### src/rtl/regfile_dump.sv
// Register-file debug dump: reads each register through a spare read port and
// streams a header byte followed by every register, LSB first, over valid/ready.
module regfile_dump #(
  parameter int          NUM_REGS = 32,
  parameter int          ADDR_W   = 5,
  parameter int          DATA_W   = 32,
  parameter logic [7:0]  HDR_BYTE = 8'hA5
) (
  input  logic              clk,
  input  logic              rst_n,
  input  logic              start,
  input  logic              abort,
  output logic              busy,
  output logic              done,
  output logic [ADDR_W-1:0] rf_ra,
  input  logic [DATA_W-1:0] rf_rd,
  output logic [7:0]        tx_data,
  output logic              tx_valid,
  input  logic              tx_ready
);

  localparam int NB   = DATA_W / 8;
  localparam int BC_W = (NB > 1) ? $clog2(NB) : 1;
  localparam logic [ADDR_W-1:0] LAST_IDX  = ADDR_W'(NUM_REGS - 1);
  localparam logic [BC_W-1:0]   LAST_BYTE = BC_W'(NB - 1);

  typedef enum logic [2:0] {
    S_IDLE = 3'd0,
    S_HDR  = 3'd1,
    S_READ = 3'd2,
    S_SEND = 3'd3,
    S_DONE = 3'd4
  } state_e;

  state_e              state_q, state_d;
  logic [ADDR_W-1:0]   index_q, index_d;
  logic [ADDR_W-1:0]   rf_ra_q, rf_ra_d;
  logic [DATA_W-1:0]   word_q, word_d;
  logic [BC_W-1:0]     byte_cnt_q, byte_cnt_d;
  logic                hs;

  // A byte transfers whenever valid and ready are both high at the clock edge;
  // valid and data depend only on state, so they hold steady across stalls.
  assign hs = tx_valid && tx_ready;

  always_ff @(posedge clk or negedge rst_n) begin
    if (!rst_n) begin
      state_q    <= S_IDLE;
      index_q    <= '0;
      rf_ra_q    <= '0;
      word_q     <= '0;
      byte_cnt_q <= '0;
    end else begin
      state_q    <= state_d;
      index_q    <= index_d;
      rf_ra_q    <= rf_ra_d;
      word_q     <= word_d;
      byte_cnt_q <= byte_cnt_d;
    end
  end

  always_comb begin
    state_d    = state_q;
    index_d    = index_q;
    rf_ra_d    = rf_ra_q;
    word_d     = word_q;
    byte_cnt_d = byte_cnt_q;
    case (state_q)
      S_IDLE: begin
        if (start) begin
          state_d = S_HDR;
          index_d = '0;
          rf_ra_d = '0;
        end
      end
      S_HDR: begin
        if (abort)   state_d = S_IDLE;
        else if (hs) state_d = S_READ;
      end
      S_READ: begin
        if (abort) begin
          state_d = S_IDLE;
        end else begin
          word_d     = rf_rd;
          byte_cnt_d = '0;
          state_d    = S_SEND;
        end
      end
      S_SEND: begin
        // abort wins over a same-cycle handshake; that byte is lost
        if (abort) begin
          state_d = S_IDLE;
        end else if (hs) begin
          word_d     = word_q >> 8;
          byte_cnt_d = byte_cnt_q + 1'b1;
          if (byte_cnt_q == LAST_BYTE) begin
            if (index_q == LAST_IDX) begin
              state_d = S_DONE;
            end else begin
              index_d = index_q + 1'b1;
              rf_ra_d = index_q + 1'b1;
              state_d = S_READ;
            end
          end
        end
      end
      S_DONE:  state_d = S_IDLE;
      default: state_d = S_IDLE;
    endcase
  end

  always_comb begin
    tx_valid = 1'b0;
    tx_data  = 8'h00;
    busy     = 1'b0;
    done     = 1'b0;
    case (state_q)
      S_HDR: begin
        tx_valid = 1'b1;
        tx_data  = HDR_BYTE;
        busy     = 1'b1;
      end
      S_READ: busy = 1'b1;
      S_SEND: begin
        tx_valid = 1'b1;
        tx_data  = word_q[7:0];
        busy     = 1'b1;
      end
      S_DONE:  done = 1'b1;
      default: ;
    endcase
  end

  assign rf_ra = rf_ra_q;

endmodule

### config.mk
export PLATFORM = sky130hd
export DESIGN_NAME = regfile_dump
export DESIGN_NICKNAME = d
export VERILOG_FILES = /design/src/rtl/regfile_dump.sv
export SDC_FILE = /design/constraint.sdc
export NUM_CORES = 1
export LEC_CHECK = 0
export BUFFER_PORTS_ARGS = -buffer_cell sky130_fd_sc_hd__buf_2
export CAP_MARGIN = 20
export CELL_PAD_IN_SITES_DETAIL_PLACEMENT = 1
export CELL_PAD_IN_SITES_GLOBAL_PLACEMENT = 1
export CORE_UTILIZATION = 34
export CTS_CLUSTER_SIZE = 40
export DETAILED_ROUTE_END_ITERATION = 8
export PLACE_DENSITY_LB_ADDON = 0.3
export SYNTH_ARGS = -nofsm -noshare
export SYNTH_HDL_FRONTEND = slang
export SYNTH_SLANG_ARGS = --single-unit
### constraint.sdc
create_clock -name clk -period 4.7 [get_ports clk]
set_input_delay 0.705 -clock clk [delete_from_list [all_inputs] [get_ports clk]]
set_output_delay 0.705 -clock clk [all_outputs]
set_load 0.02 [all_outputs]
Word level (Yosys, flattened, before mapping)
Cells that the tools add are included.
W data, S select, Z words.
- flip-flop bits (word level): 42
- input port bits: 37
- output and inout port bits: 16
- logic and storage cells: 57
- reductions and logical operators: 9
- equality and inequality tests: 15
- add/sub/neg operators: 2
- multiplexer cells: 27
- operators by type and width (operator ; count):
    $mux W32 ; 3
    $pmux W32 S2 ; 1
    $mux W5 ; 5
    $mux W3 ; 7
    $pmux W8 S2 ; 1
    $ne A2 B2 Y1 const B ; 6
    $pmux W3 S4 ; 1
    $pmux W5 S2 ; 1
    $ne A3 B3 Y1 const B ; 3
    $mux W2 ; 4
    $reduce_and A4 Y1 ; 2
    $eq A3 B2 Y1 const B ; 2
    $reduce_and A6 Y1 ; 1
    $add A5 B1 Y5 const B ; 1
    $eq A5 B5 Y1 const B ; 1
    $pmux W2 S2 ; 1
    $reduce_bool A2 Y1 ; 2
    $eq A3 B1 Y1 const B ; 1
    $eq A3 B3 Y1 const B ; 1
    $logic_not A3 Y1 ; 1
    $mux W1 ; 3
    $reduce_or A3 Y1 ; 1
    $add A2 B1 Y2 const B ; 1
    $eq A2 B2 Y1 const B ; 1
    2 further kinds ; 2

Logic depth before layout (Yosys ltp)
- depth after elaboration: 7
- mapped depth: 7
- depth with buffers taken out: 6

Worst setup path before layout
OpenSTA, ideal clock, no wires.
- path type: register to output
- start point: reg state_q[2]
- end point: out tx_data[1]
- slack: 2648 ps
- stages on the path, launching flop included: 7
- required time: 3995 ps
- buffers on the path: 4
- data arrival time: 1347 ps
- path through: dfrtp_1 -> buf_6 -> and3b_1 -> buf_6 -> buf_6 -> buf_4 -> and2_1
- word-level cells in the longest chain between the ends: 2
- elaborated cells between the ends (all ways): 3
- those cells by class: eq/ne: 2; mux: 1
- ends and longest elaborated chain (item ; line ; RTL):
    start: declaration ; 35 ; state_e state_q, state_d;
    start signal: assignment ; 54 ; state_q <= state_d;
    $eq A3 B2 Y1 or $eq A3 B1 Y1 (tied branches) ; 117 ; case (state_q)
    $pmux W8 S2 * ; 117 ;
    end: declaration ; 17 ; output logic [7:0] tx_data,
Every way passes the cells marked *; elsewhere a longest branch is shown, timed or not.

Final worst setup path
- start point: reg state_q[1]
- end point: out tx_data[6]
Same word-level chain as after synthesis.

==> results.md <==
* Outcome: completed
* Worst Setup SP: state_q[1]
* P per Cell Area at 511 mW/mm2
* Max-slew headroom at 30.6%
* FFs w/ async S/R, synth at 100%
* RR Endpoint: word_q[13]
* Slew Limit Fails at 0
* Cell area after placement at 0.00250 mm2
* Post_cts resized at 0
* RSZ-0062 raised after global routing: false
* Clk root buf: clkbuf_8
* H-Tree Level Count at 2
* Worst hold-check path type: flop to flop
* Max stage delay on crit path at 0.61 ns
* Final hold vios at 0
* DIE AREA at 0.00690 mm2
* Post-synthesis sequential area ratio at about 47%
* Commonest cells in the synthesized netlist: dfrtp_1 (42), mux2_4 (21), mux2_2 (17)
* Crit end category: output port
* Setup Viol. Count Final at 0
* Mux cell area share after synthesis at 28.0%
* Top Ports at 53
* Cts hold-fix bufs at 0
* Synthesized area at between 0.002 and 0.0025 mm2
* Clk sinks at 42
* Fin util at 41.1%
* Pin count of the biggest net entering global routing at 43
* Clock Pin Slew Worst Setup and Hold Paths at 0.08 ns
* Main combinational cell family by area after synthesis: multiplexers
* Initial Utilization at 35.2%
* R2r startpoint: state_q[1]
* Crit-path cells: and3b_1 -> buf_4 -> and2_1 -> buf_2
* Simple-Gate Fraction of Synth Area at a little under 8%
* Post CTS Setup Buffer Count at 0
* Gp weighted congestion at 0.801
* Synth Area in Compound Gates at 8.06%
* Vias per inst at about 4.9
* R2r setup slk at 2.02 ns
* Syn Area/Cell at 12.8 um2
* DRT antenna net count at 0
* Fin crit period at approximately 2.8 ns
* Mapped Nets at 215
* Slew @ Worst Pin at 1.04 ns
* Worst endpoint required time at 3.99 ns
* DRC viols at 0
* Period Utilization, post-route at 59.9%
* Synth top area share at between 40% and 50%
* VDD IR-drop max at 180 uV
* Syn. warnings at 0
* Ant diodes at 0
* Unique cell type count in the Yosys netlist at 31
* Via count at 1479
* Stages on the worst setup path at 4
* Global-route wire length before repair at 7840 um
* Top cell type by total area after synthesis: dfrtp_1
* Synth area leaders: dfrtp_1 (47%), mux2_4 (14%), mux2_2 (8.6%)
* Crit path buf inv count at 2
* CTS tree: yes
* Die H at about 83 um
* Cell Rows at 29
* Crit path DAT at 2.11 ns
* Final net count at 265
* Antenna violations before repair at 0
* Crit-path max FO at 13
* Drt total wl at 4680 um
* Hold_sp: word_q[31]
* Synth Area in XOR/XNOR at 0%
* Clk_lat worst skew at 0.30 ns
* Critical path's top delay family: simple AND/OR/NAND/NOR gates
* Hold EP: word_q[31]
* Clock tree buffer depth at 2
* Core area at 0.00635 mm2
* WS Path Type: flop to output port
* EDFF count, synth at 0
* R2R cell count at 4
* Layout overhead on the synthesized area at 16.8%
* Most common cell in the synthesized netlist: dfrtp_1
* Global route overflow at 0
* Adder-cell area share of the yosys netlist at under 10%
* Die width at 83.1 um
* DP Wirelength at 3380 um
* Routed WL per cell at 15.4 um
* Top_reg_cell synth: dfrtp_1
* Leak at 1.27 nW
* Vias in the first global route at 1590
* Clock skew at between 0.007 and 0.008 ns
* Max_cap viols at 0
* Layout cells sized above 1 at 45.1%
* Seq cells post-synth at 42
* CTS buffer count at 5
* Hold-critical path depth at 1
* Layout Cell Area excl Fill at about 0.0026 mm2
* Startpoint Class: flop
* IO buf count at 52
* FMAX at 355 MHz
* Pre-antenna DRT Iters at 4
* First DRT Iteration DRCs at 55
* Post-Syn Instances at around 180
* Sum of negative setup slack at 0 ns
* Global-route usage over all layers at ~15%
* Slowest CP cell: and3b_1
==> metrics by stage <==
stage	hold slack [ns]	setup WS, ns	power [mW]	instances
finish	0.506	1.89	1.33	303
global placement	0.483	1.84	1.06	295
global route	0.526	1.76	1.42	303
CTS	0.510	1.83	1.36	303
floorplan	0.409	2.65	0.958	175
detailed placement	0.489	1.78	1.08	295
==> where the power goes <==
part / switching, mW / total, mW / internal [mW] / leakage (nW)
registers: 0.0904 / 0.597 / 0.507 / 0.523
logic: 0.204 / 0.461 / 0.257 / 0.685
clock network: 0.127 / 0.275 / 0.148 / 0.0575
==> logic make-up after synthesis <==
| kind of cell | after synthesis |
|---|---|
| flops | 42 |
| compound gates | 26 |
| simple gates | 29 |
| mux | 50 |
| buf+inv | 25 |
| fa+ha+maj | 3 |
==> state kept, by name, indices dropped and copies added, names as in the netlist <==
register    cells
word_q         32
rf_ra           5
state_q         3
byte_cnt_q      2
==> layer usage <==
layer,routed length [um],vias up,GRT usage (%)
li1,-,719,-
met5,0,-,0
met2,2250,33,23.1
met1,2160,720,19.6
met4,74,0,5.17
met3,197,7,3.28
==> placed cells by master (no fill, tap or decap), types with 2 or more instances in the layout <==
cell type  netlist  layout
a21oi_1          5       5
and3_1           2       2
o21ai_0          3       3
a22o_1           9       9
nand4_1          2       2
buf_4            1       3
dfrtp_1         42      42
nor2_1           4       4
mux2i_1         12      12
mux2_4          21      21
ha_1             3       3
and2_1           6       6
nand2b_1         4       4
buf_2            0      52
a211oi_1         2       2
a31oi_1          4       4
nand2_1          3       3
inv_1           13      13
nand3_1          3       3
mux2_2          17      17
clkbuf_8         0       8
==> cell type report <==
class / instances / area, um2
inverter: 13 / 48.8
timing repair buffer: 55 / 283
multi-input combinational: 108 / 1020
clock buffer: 8 / 110
fill: 685 / 3740
tap: 77 / 96.3
sequential: 42 / 1050
==> worst max-delay path by stage <==
stage,to,slack (ns)
3_5_place_dp,word_q[4],1.78
4_1_cts,tx_data[6],1.83
5_1_grt,tx_data[1],1.76
6_report,tx_data[6],1.89
2_1_floorplan,tx_data[1],2.65
3_3_place_gp,word_q[4],1.84
(Power assumes the default switching activity.)
